==> src/rtl/rdma_tx_framer_pkg.sv <==
// rtl/rdma_tx_framer_pkg.sv - shared widths, header offsets and state codes for the RDMA tx framer
package rdma_tx_framer_pkg;

  localparam int DATA_W  = 256;
  localparam int PSN_W   = 24;
  localparam int QP_W    = 24;
  localparam int FLUSH_W = 8;
  localparam int OPC_W   = 8;
  localparam int MAXB_W  = 4;

  localparam int OPC_LSB = 0;
  localparam int PSN_LSB = 8;
  localparam int QP_LSB  = 32;

  localparam logic [1:0] ST_IDLE = 2'd0;
  localparam logic [1:0] ST_HDR  = 2'd1;
  localparam logic [1:0] ST_PAY  = 2'd2;

endpackage

==> src/rtl/rdma_tx_framer_hdr_build.sv <==
// rtl/rdma_tx_framer_hdr_build.sv - combinational packing of the RDMA header beat
module rdma_hdr_build
  import rdma_tx_framer_pkg::*;
(
  input  logic [OPC_W-1:0]  i_opcode,
  input  logic [PSN_W-1:0]  i_psn,
  input  logic [QP_W-1:0]   i_qp,
  output logic [DATA_W-1:0] o_hdr
);

  always_comb begin
    o_hdr = '0;
    o_hdr[OPC_LSB +: OPC_W] = i_opcode;
    o_hdr[PSN_LSB +: PSN_W] = i_psn;
    o_hdr[QP_LSB  +: QP_W]  = i_qp;
  end

endmodule

==> src/rtl/rdma_tx_framer.sv <==
// rtl/rdma_tx_framer.sv - frames send-buffer words into header+payload RDMA packets
module rdma_tx_framer
  import rdma_tx_framer_pkg::*;
(
  input  logic                clock,
  input  logic                reset,
  input  logic [DATA_W-1:0]   bufData,
  input  logic                bufReady,
  output logic                bufPop,
  input  logic                cfgEnable,
  input  logic [OPC_W-1:0]    cfgOpcode,
  input  logic [QP_W-1:0]     cfgDestQp,
  input  logic [MAXB_W-1:0]   cfgMaxBeats,
  input  logic [FLUSH_W-1:0]  cfgFlushCycles,
  output logic [DATA_W-1:0]   txData,
  output logic                txValid,
  output logic                txSop,
  output logic                txEop,
  input  logic                txReady,
  output logic                busy,
  output logic [PSN_W-1:0]    psn,
  output logic [31:0]         pktCount
);

  logic [1:0]         r_state;
  logic [DATA_W-1:0]  r_hold;
  logic [PSN_W-1:0]   r_psn;
  logic [31:0]        r_pkt_cnt;
  logic [MAXB_W-1:0]  r_beat_cnt;
  logic [FLUSH_W-1:0] r_flush_cnt;
  logic               r_eop_lock;
  logic [OPC_W-1:0]   r_opcode;
  logic [QP_W-1:0]    r_qp;

  logic [MAXB_W-1:0]  w_max;
  logic [FLUSH_W:0]   w_flush_next;
  logic               w_flush_hit;
  logic               w_eop_case;
  logic               w_accept;
  logic               w_start;
  logic [DATA_W-1:0]  w_hdr;

  rdma_hdr_build u_hdr (
    .i_opcode (r_opcode),
    .i_psn    (r_psn),
    .i_qp     (r_qp),
    .o_hdr    (w_hdr)
  );

  // >= rather than == so that lowering either limit mid-packet still closes it.
  assign w_max        = (cfgMaxBeats == '0) ? MAXB_W'(1) : cfgMaxBeats;
  assign w_eop_case   = r_eop_lock || (r_beat_cnt >= w_max);
  assign w_flush_next = {1'b0, r_flush_cnt} + (FLUSH_W+1)'(1);
  assign w_flush_hit  = w_flush_next >= {1'b0, cfgFlushCycles};
  assign w_start      = cfgEnable && bufReady;

  assign txSop    = (r_state == ST_HDR);
  assign txEop    = (r_state == ST_PAY) && w_eop_case;
  assign txValid  = txSop || ((r_state == ST_PAY) && (w_eop_case || bufReady));
  assign txData   = txSop ? w_hdr : ((r_state == ST_PAY) ? r_hold : '0);
  assign w_accept = txValid && txReady;
  assign bufPop   = w_accept && bufReady && !txEop;
  assign busy     = (r_state != ST_IDLE);
  assign psn      = r_psn;
  assign pktCount = r_pkt_cnt;

  always_ff @(posedge clock or negedge reset) begin
    if (!reset) begin
      r_state     <= ST_IDLE;
      r_hold      <= '0;
      r_psn       <= '0;
      r_pkt_cnt   <= '0;
      r_beat_cnt  <= '0;
      r_flush_cnt <= '0;
      r_eop_lock  <= 1'b0;
      r_opcode    <= '0;
      r_qp        <= '0;
    end else begin
      case (r_state)
        ST_IDLE: begin
          if (w_start) begin
            r_state  <= ST_HDR;
            r_opcode <= cfgOpcode;
            r_qp     <= cfgDestQp;
          end
        end
        ST_HDR: begin
          if (bufPop) begin
            r_hold      <= bufData;
            r_beat_cnt  <= MAXB_W'(1);
            r_flush_cnt <= '0;
            r_state     <= ST_PAY;
          end
        end
        ST_PAY: begin
          if (w_eop_case) begin
            if (w_accept) begin
              r_psn      <= r_psn + PSN_W'(1);
              r_pkt_cnt  <= r_pkt_cnt + 32'd1;
              r_eop_lock <= 1'b0;
              // Chain straight into the next header so back-to-back packets leave no bubble.
              if (w_start) begin
                r_state  <= ST_HDR;
                r_opcode <= cfgOpcode;
                r_qp     <= cfgDestQp;
              end else begin
                r_state <= ST_IDLE;
              end
            end
          end else if (bufReady) begin
            if (bufPop) begin
              r_hold      <= bufData;
              r_beat_cnt  <= r_beat_cnt + MAXB_W'(1);
              r_flush_cnt <= '0;
            end
          end else begin
            r_flush_cnt <= w_flush_next[FLUSH_W-1:0];
            if (w_flush_hit) r_eop_lock <= 1'b1;
          end
        end
        default: r_state <= ST_IDLE;
      endcase
    end
  end

endmodule
==> config.mk <==
export PLATFORM = sky130hd
export DESIGN_NAME = rdma_tx_framer
export DESIGN_NICKNAME = d
export VERILOG_FILES = /design/src/rtl/rdma_tx_framer_pkg.sv /design/src/rtl/rdma_tx_framer_hdr_build.sv /design/src/rtl/rdma_tx_framer.sv
export SDC_FILE = /design/constraint.sdc
export NUM_CORES = 1
export LEC_CHECK = 0
export ABC_AREA = 0
export CELL_PAD_IN_SITES_DETAIL_PLACEMENT = 1
export CELL_PAD_IN_SITES_GLOBAL_PLACEMENT = 1
export CORE_MARGIN = 1
export CORE_UTILIZATION = 25
export DETAILED_ROUTE_END_ITERATION = 10
export GPL_ROUTABILITY_DRIVEN = 0
export GPL_TIMING_DRIVEN = 0
export PLACE_DENSITY = 0.71
export SYNTH_ARGS = -nofsm -noshare
export SYNTH_HDL_FRONTEND = slang
export SYNTH_HIERARCHICAL = 1
export SYNTH_SLANG_ARGS = --single-unit
==> constraint.sdc <==
create_clock -name clock -period 4.1 [get_ports clock]
set_input_delay 1.23 -clock clock [delete_from_list [all_inputs] [get_ports clock]]
set_output_delay 1.23 -clock clock [all_outputs]
set_load 0.02 [all_outputs]
Word level (Yosys, flattened, before mapping)
Cells that the tools add are included.

word-level totals
  bits in registers = 359
  bits of input ports = 305
  output and inout bits = 317
  logic and storage cells = 83

operators by class
  add/subtract/negate cells = 4
  order comparisons = 2
  equality and inequality tests = 11
  multiplexer cells = 34
  reductions and logical operators = 23

operators with widths
  kind                                            number
  2-to-1 mux 256 bit                              5
  one-hot mux 256 bit (2 select lines)            1
  2-to-1 mux 24 bit                               3
  2-to-1 mux 8 bit                                6
  one-hot mux 24 bit (2 select lines)             1
  adder 32 x 1 -> 32 bit (second input constant)  1
  one-hot mux 8 bit (2 select lines)              2
  adder 24 x 1 -> 24 bit (second input constant)  1
  2-to-1 mux 4 bit                                5
  != test 2 bit (second input constant)           7
  adder 8 x 1 -> 9 bit (second input constant)    1
  >= comparator 9 x 8 -> 1 bit                    1
  AND reduction 3 bit                             3
  2-to-1 mux 2 bit                                4
  one-hot mux 4 bit (2 select lines)              1
  AND reduction 4 bit                             2
  nonzero test 2 bit                              4
  logical AND 1 bit                               6
  one-hot mux 2 bit (3 select lines)              1
  2-to-1 mux 1 bit                                5
  AND reduction 5 bit                             1
  adder 4 x 1 -> 4 bit (second input constant)    1
  >= comparator 4 bit                             1
  logical NOT 4 bit                               1
  other kinds (7)                                 10

Depth between registers and ports, before layout
  depth after elaboration = 14
  mapped depth = 11
  gate-level depth less buffers = 9

Hierarchy
Netlist, hierarchy kept.

by module, submodules not included
  module          times used  cells an instance  area each (um^2)  seq. area each (um^2)
  rdma_tx_framer  1           1283               17000.1           8983.6
  rdma_hdr_build  1           257                1925.6            0.0

Worst setup path before layout
Ideal clock, no wire load.

  kind = input port to output port
  start = in cfgMaxBeats[3]
  end = out bufPop
  arrival = 2.824 ns
  data required time = 2.870 ns
  slack = 0.046 ns
  stages on the path = 9
  path buffers = 3
  cells stage by stage = inv_1 -> a31o_2 -> ha_1 -> nor2b_1 -> o21ai_0 -> o41ai_1 -> buf_6 -> buf_12 -> buf_6

between the ends
  longest elaborated chain between the ends = 10
  elaborated cells between the ends (all ways) = 12
  classes of those cells = order compare: 1; mux: 1; reduce/logical: 10

RTL lines
  element                RTL line              source
  from (decl)            rdma_tx_framer.sv:13  input logic [MAXB_W-1:0] cfgMaxBeats,
  logical NOT 4 bit      rdma_tx_framer.sv:51  assign w_max = (cfgMaxBeats == '0) ? MAXB_W'(1) : cfgMaxBeats;
  2-to-1 mux 4 bit *     rdma_tx_framer.sv:51
  >= comparator 4 bit *  rdma_tx_framer.sv:52  assign w_eop_case = r_eop_lock || (r_beat_cnt >= w_max);
  logical OR 1 bit *     rdma_tx_framer.sv:52
  logical OR 1 bit       rdma_tx_framer.sv:59  assign txValid = txSop || ((r_state == ST_PAY) && (w_eop_case || bufReady));
  logical AND 1 bit      rdma_tx_framer.sv:59
  logical OR 1 bit       rdma_tx_framer.sv:59
  logical AND 1 bit      rdma_tx_framer.sv:61  assign w_accept = txValid && txReady;
  logical AND 1 bit      rdma_tx_framer.sv:62  assign bufPop = w_accept && bufReady && !txEop;
  logical AND 1 bit *    rdma_tx_framer.sv:62
  to (decl)              rdma_tx_framer.sv:9   output logic bufPop,

Mark *: on every way between the ends. The rest lies on a longest branch, timed or not.

Worst setup path in the final report
  start = in cfgMaxBeats[1]
  end = out bufPop

The elaborated chain is that of the path after synthesis.

==> run_results.csv <==
group,metric,value,unit
grt,grt_max_degree,112,
sta,holdWs,474.1,ps
grt,grt_pass1_vias,17146,
die,initial_core_util,25.34,%
sta,fin_crit_sh,99.40,%
cts,cts.path.max_buffers,3,
cts,holdBufCountCts,0,
die,dieArea,76810,um^2
sta,max_freq,245.4,MHz
route,dr.pass1.iters,4,
sta,setup_violations,0,
sta,layout_min_cycle_time,4075,ps
run_status,status,"finished clean",
pwr,pwr_density_cell,662.5,nW/um^2
worst_setup_path,critPathKind,"input port to primary output",
cts,cts_sinks,359,
placed_design,dpl.hpwl,53850,um
synthesis,synth_cell_types,55,
placed_design,dp_cells,3331,
sta,slew_viol_final,0,
cells_and_area,fin_area,29360,um^2
cts,root_buffer,"clkbuf_16",
worst_hold_path,hold_start,"pktCount[31]",
route,antenna_left,0,
worst_setup_path,r2r_slack,1160,ps
route,drc_errors,0,
worst_hold_path,min_to,"pktCount[31]",
sta,setup_ws,24.53,ps
sta,fin_skew,8.650,ps
worst_hold_path,min_path_cells,1,
sta,tightest_slew,889.7,ps
worst_hold_path,holdCritPathClass,"flip-flop to flip-flop",
synthesis,synth_area,18930,um^2
worst_setup_path,cp-start-kind,"input port",
cells_and_area,drive_gt1_share,21.47,%
worst_setup_path,rr_endpoint,"r_hold[40]",
pwr,p_leak,15.35,nW
cells_and_area,final_common_cell,"clkdlybuf4s50_1",
die,ios,622,
die,coreArea,74700,um^2
route,via_per_inst,4.440,
cells_and_area,finalNonFillerCells,3423,
grt,antenna_found_initial,15,
cts,h-tree-depth,2,
cts,path_clk_slew,60,ps
worst_setup_path,rr_worst_depth,9,
cells_and_area,most-common-layout-cells,"clkdlybuf4s50_1 (414), dfrtp_1 (359), buf_4 (266)",
cells_and_area,syn_to_final_growth,55.16,%
cells_and_area,nets,2734,
synthesis,ys_async_sr_fraction,100.0,%
worst_setup_path,cp-end-kind,"primary output",
placed_design,placed_area,27180,um^2
synthesis,seq_area_frac_synth,47.47,%
synthesis,synth_edf_count,0,
sta,slew_headroom,40.68,%
worst_setup_path,worstPathArrival,2850,ps
die,chipWidth,277.1,um
sta,setup-tns-final,0,ps
worst_setup_path,critPathMaxFanout,3,
pwr,ir_drop,0.3278,mV
sta,hold_viol,0,
pwr,p_total,19.45,mW
route,dr.first_iter.drc_count,568,
route,wl_per_cell,20.65,um
die,dieHeight,277.1,um
synthesis,ys_warn_count,6,
grt,grt_pass1_wl,106800,um
synthesis,synth_flop_cell,"dfrtp_1",
route,wl,70690,um
die,rows,100,
synthesis,synth_seq_cells,359,
grt,overflow,0,
synthesis,avgSynthCellArea,12.29,um^2
cts,clk_latency,560,ps
synthesis,synthCells,1540,
worst_setup_path,cp.required,2870,ps
worst_setup_path,r2r_start,"r_beat_cnt[0]",
run,drv_cap,0,
cts,tritoncts,"built",
route,vias,15198,
cts,cts_made_buffers,47,
placed_design,port_buffers,620,
cells_and_area,fin_util,39.31,%
grt,grt_util_all_layers,18.13,%
placed_design,pre_cts_ws,-1546,ps
==> worst max-delay path by stage <==
stage	start	end	cells past startpoint
floorplan	cfgMaxBeats[3]	bufPop	9
global placement	reset	r_hold[240]	1
detailed placement	cfgMaxBeats[3]	bufPop	11
CTS	cfgMaxBeats[1]	bufPop	10
global route	r_state[0]	txData[86]	7
finish	cfgMaxBeats[1]	bufPop	9
==> area by class of cell <==
class	count	area [um^2]
fillers	8117	45330
repair buffers	628	6631
well taps	969	1212
multi-input cells	1009	8189
plain buffers	353	2669
inverters	15	58.81
flip-flops and latches	359	8984
clock inverters	9	125.1
diodes	9	22.52
clock buffers	72	1473
==> critical path, cell delays in order <==
cell     delay [ps]
buf_6            80
inv_4            30
a31o_4          230
ha_4            220
nor2b_4         170
o21ai_2          90
o41ai_2         440
buf_6           220
buf_8           120
==> state kept, by name, indices dropped and copies added (netlist names) <==
name and flops:
pktCount 32, psn 24, r_beat_cnt 4, r_eop_lock 1, r_flush_cnt 8, r_hold 256, r_opcode 8, r_qp 24
r_state 2
==> per-layer routing <==
| layer | GRT usage (%) | vias to the layer above | part of all wire (%) |
|---|---|---|---|
| li1 | - | 6914 | - |
| met1 | 19.72 | 7679 | 38 |
| met2 | 33.15 | 457 | 52 |
| met3 | 4.876 | 140 | 6.2 |
| met4 | 7.208 | 8 | 3.8 |
| met5 | 0 | - | 0.074 |
==> logic make-up after synthesis <==
group	share of synthesized area [%]
buf+inv	13.70
flops	47.47
compound gates	13.31
mux	17.31
simple gates	4.489
xor+xnor	2.638
fa+ha+maj	1.058
other cells	0.01981
==> synth_stat cells, types with 3 or more instances <==
master	number	share of area [%]
a21o_1	5	0.20
a21oi_1	7	0.19
buf_1	3	0.059
nor3_1	14	0.37
inv_1	15	0.30
a22o_1	260	12
nand2_1	28	0.56
xnor2_1	38	1.8
nand4_1	22	0.73
mux2_1	210	12
xor2_1	19	0.88
and3_1	9	0.30
clkbuf_1	59	1.2
nand2b_1	5	0.17
or2_2	3	0.099
dfrtp_1	359	47
nand3_1	26	0.69
and4_1	7	0.32
mux2_2	81	4.8
ha_1	16	1.1
nor2b_1	4	0.13
buf_2	12	0.32
nor4_1	5	0.17
o21ai_0	4	0.11
nor2_1	14	0.28
or3_1	3	0.099
buf_8	11	0.87
buf_4	260	10
buf_6	9	0.54
==> timing repair <==
item,4_1_cts,5_1_grt
buffers inserted,4,1
resized for setup,174,166
endpoints found under the setup margin,260,172
endpoints found under the hold margin,0,0
pin swaps,6,5
==> where the power goes <==
part | total (mW) | internal, mW | switching [mW]
combinational | 9.23 | 4.53 | 4.70
sequential | 5.95 | 5.07 | 0.880
clock | 4.27 | 2.64 | 1.63
total | 19.5 | 12.2 | 7.21
No activity file was read; power rests on OpenSTA's default activity.
